[config.mk]
export PLATFORM = sky130hd
export DESIGN_NAME = button_conditioner
export DESIGN_NICKNAME = d
export VERILOG_FILES = /design/src/rtl/input_pkg.sv /design/src/rtl/debounce_bit.sv /design/src/rtl/button_conditioner.sv
export SDC_FILE = /design/constraint.sdc
export NUM_CORES = 1
export LEC_CHECK = 0
export ABC_AREA = 1
export CORE_MARGIN = 5
export CORE_UTILIZATION = 55
export CTS_CLUSTER_DIAMETER = 120
export DETAILED_ROUTE_END_ITERATION = 8
export HOLD_SLACK_MARGIN = 0.08
export PLACE_DENSITY = 0.82
export SYNTH_ARGS = -nofsm -noshare
export SYNTH_HDL_FRONTEND = slang
export SYNTH_SLANG_ARGS = --single-unit
[constraint.sdc]
create_clock -name clk -period 10.5 [get_ports clk]
set_input_delay 1.05 -clock clk [delete_from_list [all_inputs] [get_ports clk]]
set_output_delay 1.05 -clock clk [all_outputs]
set_load 0.05 [all_outputs]
[src/rtl/input_pkg.sv]
`default_nettype none
// +--------------------------------------------------------------------+
// | input_pkg                                                          |
// | Shared FSM states, button bit indices and 100 MHz timing defaults. |
// | Rev 1.0                                                            |
// +--------------------------------------------------------------------+
package input_pkg;

  typedef enum logic [1:0] {
    IDLE  = 2'd0,
    LOAD  = 2'd1,
    PULSE = 2'd2,
    WAIT  = 2'd3
  } state_t;

  localparam int c_BTN_UP    = 3;
  localparam int c_BTN_DOWN  = 2;
  localparam int c_BTN_LEFT  = 1;
  localparam int c_BTN_RIGHT = 0;

  localparam int c_DEF_DEBOUNCE_CYCLES = 1_000_000;
  localparam int c_DEF_PULSE_W         = 16;
  localparam int c_DEF_REPEAT_DELAY    = 40_000_000;
  localparam int c_DEF_REPEAT_PERIOD   = 10_000_000;

  // Bits needed to hold 0..n-1, never less than one.
  function automatic int cntWidth(input int n);
    return (n > 1) ? $clog2(n) : 1;
  endfunction

endpackage
`default_nettype wire

[src/rtl/debounce_bit.sv]
`default_nettype none
// +--------------------------------------------------------------------+
// | debounce_bit                                                       |
// | Two-flop synchroniser followed by a stable-level debounce counter. |
// | Rev 1.0                                                            |
// +--------------------------------------------------------------------+
module debounce_bit
  import input_pkg::*;
#(
  parameter int DEBOUNCE_CYCLES = c_DEF_DEBOUNCE_CYCLES
) (
  input  logic clk,
  input  logic rst,
  input  logic raw,
  output logic debounced
);

  localparam int                 c_CNT_W    = cntWidth(DEBOUNCE_CYCLES);
  localparam logic [c_CNT_W-1:0] c_CNT_LAST = c_CNT_W'(DEBOUNCE_CYCLES - 1);

  logic               r_meta;
  logic               r_sync;
  logic               r_deb;
  logic [c_CNT_W-1:0] r_cnt;

  always_ff @(posedge clk or posedge rst) begin
    if (rst) begin
      r_meta <= 1'b0;
      r_sync <= 1'b0;
      r_deb  <= 1'b0;
      r_cnt  <= '0;
    end else begin
      r_meta <= raw;
      r_sync <= r_meta;
      // Any sample agreeing with the accepted level restarts the stability count.
      if (r_sync == r_deb) begin
        r_cnt <= '0;
      end else if (r_cnt == c_CNT_LAST) begin
        r_deb <= ~r_deb;
        r_cnt <= '0;
      end else begin
        r_cnt <= r_cnt + 1'b1;
      end
    end
  end

  assign debounced = r_deb;

endmodule
`default_nettype wire

[src/rtl/button_conditioner.sv]
`default_nettype none
// +--------------------------------------------------------------------+
// | button_conditioner                                                 |
// | Debounced button vector plus move strobe with auto-repeat.         |
// | Rev 1.0                                                            |
// +--------------------------------------------------------------------+
module button_conditioner
  import input_pkg::*;
#(
  parameter int DEBOUNCE_CYCLES = c_DEF_DEBOUNCE_CYCLES,
  parameter int PULSE_W         = c_DEF_PULSE_W,
  parameter int REPEAT_DELAY    = c_DEF_REPEAT_DELAY,
  parameter int REPEAT_PERIOD   = c_DEF_REPEAT_PERIOD
) (
  input  logic       clk,
  input  logic       rst,
  input  logic [3:0] btn_raw,
  output logic [3:0] btns,
  output logic       btnClk2,
  output logic       pressed
);

  localparam int c_REP_MAX_A = (PULSE_W > REPEAT_DELAY) ? PULSE_W : REPEAT_DELAY;
  localparam int c_REP_MAX   = (c_REP_MAX_A > REPEAT_PERIOD) ? c_REP_MAX_A : REPEAT_PERIOD;
  localparam int c_REP_W     = cntWidth(c_REP_MAX);

  // The counter is cleared in LOAD and reads 0 the cycle before btnClk2 rises,
  // so a rise-to-rise spacing of N means leaving WAIT when it reads N-2.
  localparam logic [c_REP_W-1:0] c_PULSE_LAST  = c_REP_W'(PULSE_W - 1);
  localparam logic [c_REP_W-1:0] c_DELAY_LAST  = c_REP_W'(REPEAT_DELAY - 2);
  localparam logic [c_REP_W-1:0] c_PERIOD_LAST = c_REP_W'(REPEAT_PERIOD - 2);

  logic [3:0]         w_deb;
  state_t             r_state;
  state_t             w_nextState;
  logic               w_loadFirst;
  logic [c_REP_W-1:0] w_repLast;
  logic [c_REP_W-1:0] r_repCnt;
  logic [3:0]         r_btns;
  logic               r_btnClk2;
  logic               r_pressed;
  logic               r_first;

  for (genvar gi = 0; gi < 4; gi++) begin : g_debounce
    debounce_bit #(
      .DEBOUNCE_CYCLES(DEBOUNCE_CYCLES)
    ) u_debounce (
      .clk       (clk),
      .rst       (rst),
      .raw       (btn_raw[gi]),
      .debounced (w_deb[gi])
    );
  end

  always_ff @(posedge clk or posedge rst) begin
    if (rst) begin
      r_state <= IDLE;
    end else begin
      r_state <= w_nextState;
    end
  end

  always_comb begin
    w_nextState = r_state;
    w_loadFirst = 1'b0;
    w_repLast   = r_first ? c_DELAY_LAST : c_PERIOD_LAST;
    case (r_state)
      IDLE: begin
        if (w_deb != 4'd0) begin
          w_nextState = LOAD;
          w_loadFirst = 1'b1;
        end
      end
      LOAD: begin
        w_nextState = PULSE;
      end
      PULSE: begin
        if (r_repCnt == c_PULSE_LAST) begin
          w_nextState = WAIT;
        end
      end
      WAIT: begin
        if (w_deb == 4'd0) begin
          w_nextState = IDLE;
        end else if (w_deb != r_btns) begin
          w_nextState = LOAD;
          w_loadFirst = 1'b1;
        end else if (r_repCnt == w_repLast) begin
          w_nextState = LOAD;
        end
      end
      default: begin
        w_nextState = IDLE;
      end
    endcase
  end

  always_ff @(posedge clk or posedge rst) begin
    if (rst) begin
      r_btns    <= 4'd0;
      r_btnClk2 <= 1'b0;
      r_pressed <= 1'b0;
      r_first   <= 1'b0;
      r_repCnt  <= '0;
    end else begin
      r_pressed <= |w_deb;
      // Strobe trails PULSE by one cycle so btns is settled a cycle before it rises.
      r_btnClk2 <= (r_state == PULSE);
      if (r_state == LOAD) begin
        r_btns   <= w_deb;
        r_repCnt <= '0;
      end else if (r_state != IDLE) begin
        r_repCnt <= r_repCnt + 1'b1;
      end
      if (w_nextState == IDLE) begin
        r_btns <= 4'd0;
      end
      if (w_nextState == LOAD) begin
        r_first <= w_loadFirst;
      end
    end
  end

  assign btns    = r_btns;
  assign btnClk2 = r_btnClk2;
  assign pressed = r_pressed;

endmodule
`default_nettype wire

==> flow_summary.yaml, run 1 <==
outcome:
  status: "finished, final reports clean"
worst_setup_path:
  r2r-start: "r_state[1]"
  arrival_ns: 1.65
  crit_cells: 1
  r2r_slack_ns: 8.08
  endpoint_kind: "primary output"
  critPathBufInv: 1
  critPathSlowestCell: "clkdlybuf4s50_1"
  crit_path_start_kind: "flop"
  required_ns: 9.45
  r2r_cells: 7
  worstSetupPathType: "flop to primary output"
  critPathTopFamily: "buffers and inverters"
  max_stage_delay_ns: 0.83
  cp_max_fo: 3
  path_cells: "clkdlybuf4s50_1"
  r2r-end: "r_repCnt[22]"
detailed_routing:
  first_pass_iters: 5
  wl_per_cell_um: 12.8
  drt_iter0_drc: 433
  dr_wl_met3_um: 600
  ant_nets: 0
  vias: 5565
  viasPerCell: 5.26
  wl_met2_mm: 6.31
  drc: 0
  routed.top_layer: "met4"
  met1_length_mm: 6.52
  routed_wl_mm: 13.6
place:
  placedCellCount: 1027
  dp_hpwl_mm: 9.46
  numPortBuffers: 11
  gp_congestion: 0.927
synthesis:
  synthArstFlopShare_pct: 100
  syn_avg_cell_area_um2: 8.07
  synth_top_area_cell: "dfrtp_1"
  synth_area_mm2: 0.00689
  synth_top_area_share_pct: 46.1
  synth.top_cells.by_area: "dfrtp_1, nand2_1, nor2_1"
  syn_inst: 854
  yosys_warnings: 0
  ys_ff_latch: 127
  ys_seq_area_share_pct: 46.1
  syn-num-nets: 871
  synth_ff_type: "dfrtp_1"
  synth_edf_count: 0
  synth_cell_types: 45
sta:
  fin_tns_setup_ns: 0
  max_freq_ghz: 0.370
  tightestPinTransition_ns: 0.931
  finalHoldViolations: 0
  relSlewSlack_pct: 37.9
  fin_crit_sh_pct: 25.7
  slew_violations: 0
  fin_crit_ns: 2.70
  rsz0062_at_grt: "no"
  fin_worst_skew_ns: 0.00656
  finalSetupViolations: 0
cells_and_area:
  antennaDiodeCount: 0
  final_cells: 1058
  fill_cells: 995
  drive_above_1_share_pct: 11.9
  syn2layout_area_growth_pct: 12.8
  nets: 895
cts:
  clk_latency_ns: 0.42
  cts_resized: 0
  path_clk_slew_ns: 0.06
  ctsHoldBuffers: 0
  cts_buffers: 17
  cts_sinks: 127
  clk_path_buf_depth: 2
  cts_tree: "built"
  cts_htree_levels: 4
  cts_setup_buffers: 0
  cts_root_buf: "clkbuf_16"
min_path:
  min_from: "g_debounce[0].u_debounce.r_meta"
  holdPathEnd: "g_debounce[0].u_debounce.r_sync"
  holdPathStages: 0
  hp-class: "flop to flop"
global_routing:
  grt_max_degree: 78
  grt_pass1_vias: 5308
  grt_usage_pct: 20.0
  antenna_found_initial: 0
  grt_pass1_wl_mm: 23.9
  grt-ovfl-total: 0
floorplan:
  fp-row-count: 40
  dieArea_mm2: 0.0149
  ios: 12
  start_util_pct: 56.7
  die_w_um: 122
  core_mm2: 0.0122
  die_h_um: 122
pwr:
  power_uw: 1100
  p_per_area_mw_per_mm2: 142
  power.leakage_uw: 0.00352
  ir_drop_v: 0.000127
job:
  max_cap_violations: 0
## cell usage after synthesis, types with 15 or more instances
cell type	count
inv_1	101
nand4_1	22
nor2_2	15
a21oi_1	50
dfrtp_1	127
inv_2	20
nand3_1	41
o21ai_0	23
nand2_1	145
nor2_1	127
xor2_1	22
nor3_1	43
## stage by stage
| stage | utilization [%] | instance area, µm² | worst slack [ns] | hold slack [ns] |
|---|---|---|---|---|
| 6_report | 63.9 | 7770 | 7.80 | 0.347 |
| 5_1_grt | 63.9 | 7770 | 7.73 | 0.355 |
| 4_1_cts | 63.9 | 7770 | 7.79 | 0.347 |
| 3_5_place_dp | 59.1 | 7190 | 7.51 | 0.335 |
| 3_3_place_gp | 59.1 | 7190 | 7.53 | 0.334 |
| 2_1_floorplan | - | 6890 | 6.07 | 0.331 |
## per-layer routing
layer	vias up	GRT usage [%]
met3	12	5.29
met1	2620	27.1
met4	0	5.67
li1	2830	-
met5	-	0
met2	103	32.0
## kinds of logic after synthesis
kind of cell,count (synthesis),share of synthesized area [%]
buffers and inverters,132,7.28
flip-flops,127,46.1
multiplexers,2,0.327
AO/OA/AOI/OAI,101,8.32
adder cells (fa/ha/maj),11,2.00
AND/OR/NAND/NOR,450,32.0
XOR/XNOR,31,3.94
## worst max-delay path by stage
stage / from / end / slack [ns]
floorplan: rst / btnClk2 / 6.07
global route: rst / g_debounce[2].u_debounce.r_cnt[10] / 7.73
global placement: rst / g_debounce[2].u_debounce.r_cnt[13] / 7.53
detailed placement: rst / g_debounce[2].u_debounce.r_cnt[12] / 7.51
CTS: btns[2] / btns[2] / 7.79
finish: btns[2] / btns[2] / 7.80
## cell type report
class	count	area (µm²)	area share [%]
timing repair buffer	12	118	1.51
sequential	127	3180	40.9
clock buffer	23	478	6.15
clock inverter	8	106	1.37
multi-input combinational	595	3210	41.3
tap	168	210	2.70
inverter	125	472	6.07
## sequential cells by signal (all words and copies together) (netlist names)
name / count
btnClk2: 1
btns: 4
g_debounce.u_debounce.debounced: 4
g_debounce.u_debounce.r_cnt: 80
g_debounce.u_debounce.r_meta: 4
g_debounce.u_debounce.r_sync: 4
pressed: 1
r_first: 1
r_repCnt: 26
r_state: 2
## report_power, final
| part | internal [µW] | leakage (µW) | switching (µW) |
|---|---|---|---|
| logic | 7.20 | 0.00150 | 20.1 |
| clock network | 368 | 0.000280 | 209 |
| registers | 495 | 0.00175 | 3.50 |
| total | 870 | 0.00352 | 233 |
## cell usage in the layout (no fill, tap or decap), types with 9 or more instances in the layout
master,instances
nor3_1,43
clkbuf_16,17
ha_1,11
o21ai_0,23
inv_1,100
clkdlybuf4s50_1,11
nand2_2,10
nand2_1,145
nor4_1,9
xor2_1,22
a21oi_1,50
inv_2,20
dfrtp_1,127
xnor2_1,9
nor2_2,15
nor2_1,127
nand4_1,22
nand3_1,41
Power figures use the tool's default switching activity.
==> run 2: changes to the inputs <==
- clock period: 10.5 -> 2.6 ns (I/O delays scaled with it)
==> run 2 against run 1 <==
Core utilization fell by 0.11 points. Global-route usage rose by 0.75 points. First-iteration DRC count fell by 13%. Sequential cell count did not move. Routed wire length rose by 3.2%. Critical endpoint is now r_repCnt[22]. Largest power group unchanged.
==> flow_summary.yaml, run 2 (synthesis gave the netlist of run 1 again) <==
cells_and_area:
  final_cell_mix: "nand2_1, nor2_1, dfrtp_1, inv_1, a21oi_1"
  final_cell_area_mm2: 0.00776
  nets: 897
  final_common_cell: "nand2_1"
  largest_reg_flops: 80
  antennaDiodeCount: 0
  reg_top3: "g_debounce.u_debounce.r_cnt (80), r_repCnt (26)"
  regMostFlops: "g_debounce.u_debounce.r_cnt"
  syn2layout_area_growth_pct: 12.6
  drive_above_1_share_pct: 12.4
worst_setup_path:
  r2r_cells: 9
  r2r_slack_ns: 0.45
  r2r-end: "r_repCnt[22]"
  r2r-start: "r_state[0]"
  worstSetupPathType: "flop to flop"
  crit_path_start_kind: "flop"
  cp_max_fo: 13
  required_ns: 2.91
  arrival_ns: 2.45
  endpoint_kind: "flop"
global_routing:
  grtUsageMet3_pct: 5.34
  grt_usage_pct: 20.8
  antenna_found_initial: 0
  busiest_layer: "met2"
  gr-usage-met1_pct: 28.0
  grt_use_met2_pct: 32.1
  grt_pass1_wl_mm: 24.7
  grt_pass1_vias: 5488
  grt_max_degree: 128
  grt-ovfl-total: 0
pwr:
  power_switching_uw: 980
  p_per_area_mw_per_mm2: 551
  p_comb_share_pct: 2.6
  ir_drop_v: 0.000564
  power.leakage_uw: 0.00351
  seq_power_share_pct: 47.0
  power_uw: 4280
  clkPwrFrac_pct: 50.4
  p_int_uw: 3300
  switching_share_pct: 22.9
sta:
  fin_crit_ns: 2.15
  tightestPinTransition_ns: 0.649
  fin_tns_setup_ns: 0
  worst_slack_ns: 0.454
  rsz0062_at_grt: "no"
  fin_crit_sh_pct: 82.5
  fin_worst_skew_ns: 0.00921
  finalSetupViolations: 0
  finalHoldViolations: 0
  slew_violations: 0
  relSlewSlack_pct: 56.7
  max_freq_ghz: 0.466
  holdWs_ns: 0.272
detailed_routing:
  routed_wl_mm: 14.0
  ant_nets: 0
  viasPerCell: 5.32
  vias: 5640
  first_pass_iters: 7
  drc: 0
  wl_per_cell_um: 13.2
  drt_iter0_drc: 377
floorplan:
  dieArea_mm2: 0.0149
  die_h_um: 122
  fp-row-count: 40
  ios: 12
  die_w_um: 122
  start_util_pct: 56.7
  core_mm2: 0.0122
min_path:
  min_from: "btn_raw[1]"
  holdPathEnd: "g_debounce[1].u_debounce.r_meta"
  hp-class: "input port to flop"
  holdPathStages: 1
cts:
  cts_resized: 0
  clk_path_buf_depth: 2
  ctsHoldBuffers: 0
  cts_buffers: 17
  cts_setup_buffers: 0
  cts_sinks: 127
  cts_tree: "built"
  path_clk_slew_ns: 0.06
  cts_htree_levels: 4
  clk_latency_ns: 0.43
  cts_root_buf: "clkbuf_16"
place:
  dp_slack_ns: 0.469
  numPortBuffers: 11
  dp_hpwl_mm: 9.82
  dpl_cell_area_mm2: 0.00722
  gp_congestion: 0.923
outcome:
  status: "finished, final reports clean"
job:
  max_cap_violations: 0
## run 2: changes by cell type in the layout (fill, tap and decap cells not counted)
cell / delta
inv_6: +2
clkbuf_8: -1
buf_12: +1
clkinvlp_4: +3
buf_4: +1
bufinv_16: -2
clkinv_2: +3
clkinv_4: -1
clkbuf_1: -2
inv_4: -1
## run 2: final cells by class
cell class                 instances  area (µm²)
fill                            1015        4400
sequential                       127        3180
clock inverter                    12        85.1
clock buffer                      20         457
inverter                         125         473
multi-input combinational        595        3210
tap                              168         210
timing repair buffer              14         145
## run 2: critical path: stages (launching register included)
cell     delay, ns
dfrtp_1       0.43
inv_1         0.12
ha_1          0.39
nor3_1        0.38
nand4_4       0.16
nor2_4        0.15
nand2_4       0.09
nor3_4        0.13
and2_1        0.14
nor2_1        0.04
## run 2: metal layers
| layer | part of all wire, % | wire (µm) |
|---|---|---|
| met1 | 48 | 6720 |
| met2 | 47 | 6520 |
| met3 | 3.4 | 482 |
| met4 | 1.9 | 266 |
| met5 | 0 | 0 |
## run 2: worst max-delay path by stage
| stage | start | end | slack, ns | cells after the start |
|---|---|---|---|---|
| 2_1_floorplan | rst | btnClk2 | 0.77 | 1 |
| 3_3_place_gp | r_state[0] | r_repCnt[22] | 0.59 | 9 |
| 3_5_place_dp | r_state[0] | r_repCnt[22] | 0.47 | 9 |
| 4_1_cts | r_state[0] | r_repCnt[22] | 0.46 | 9 |
| 5_1_grt | r_state[0] | r_repCnt[22] | 0.24 | 9 |
| 6_report | r_state[0] | r_repCnt[22] | 0.45 | 9 |
## run 2: stage by stage
step / util [%] / instances
floorplan: - / 854
global placement: 59.4 / 1029
detailed placement: 59.4 / 1029
CTS: 63.8 / 1061
global route: 63.8 / 1061
finish: 63.8 / 1061
## run 2: power by group through the flow
| stage | Combinational (µW) | Sequential (µW) | Clock (µW) |
|---|---|---|---|
| 6_report | 111 | 2010 | 2150 |
| 5_1_grt | 131 | 2010 | 2280 |
| 3_3_place_gp | 112 | 2050 | 0 |
| 3_5_place_dp | 114 | 2050 | 0 |
| 4_1_cts | 116 | 2010 | 2200 |
| 2_1_floorplan | 78.9 | 2040 | 0 |
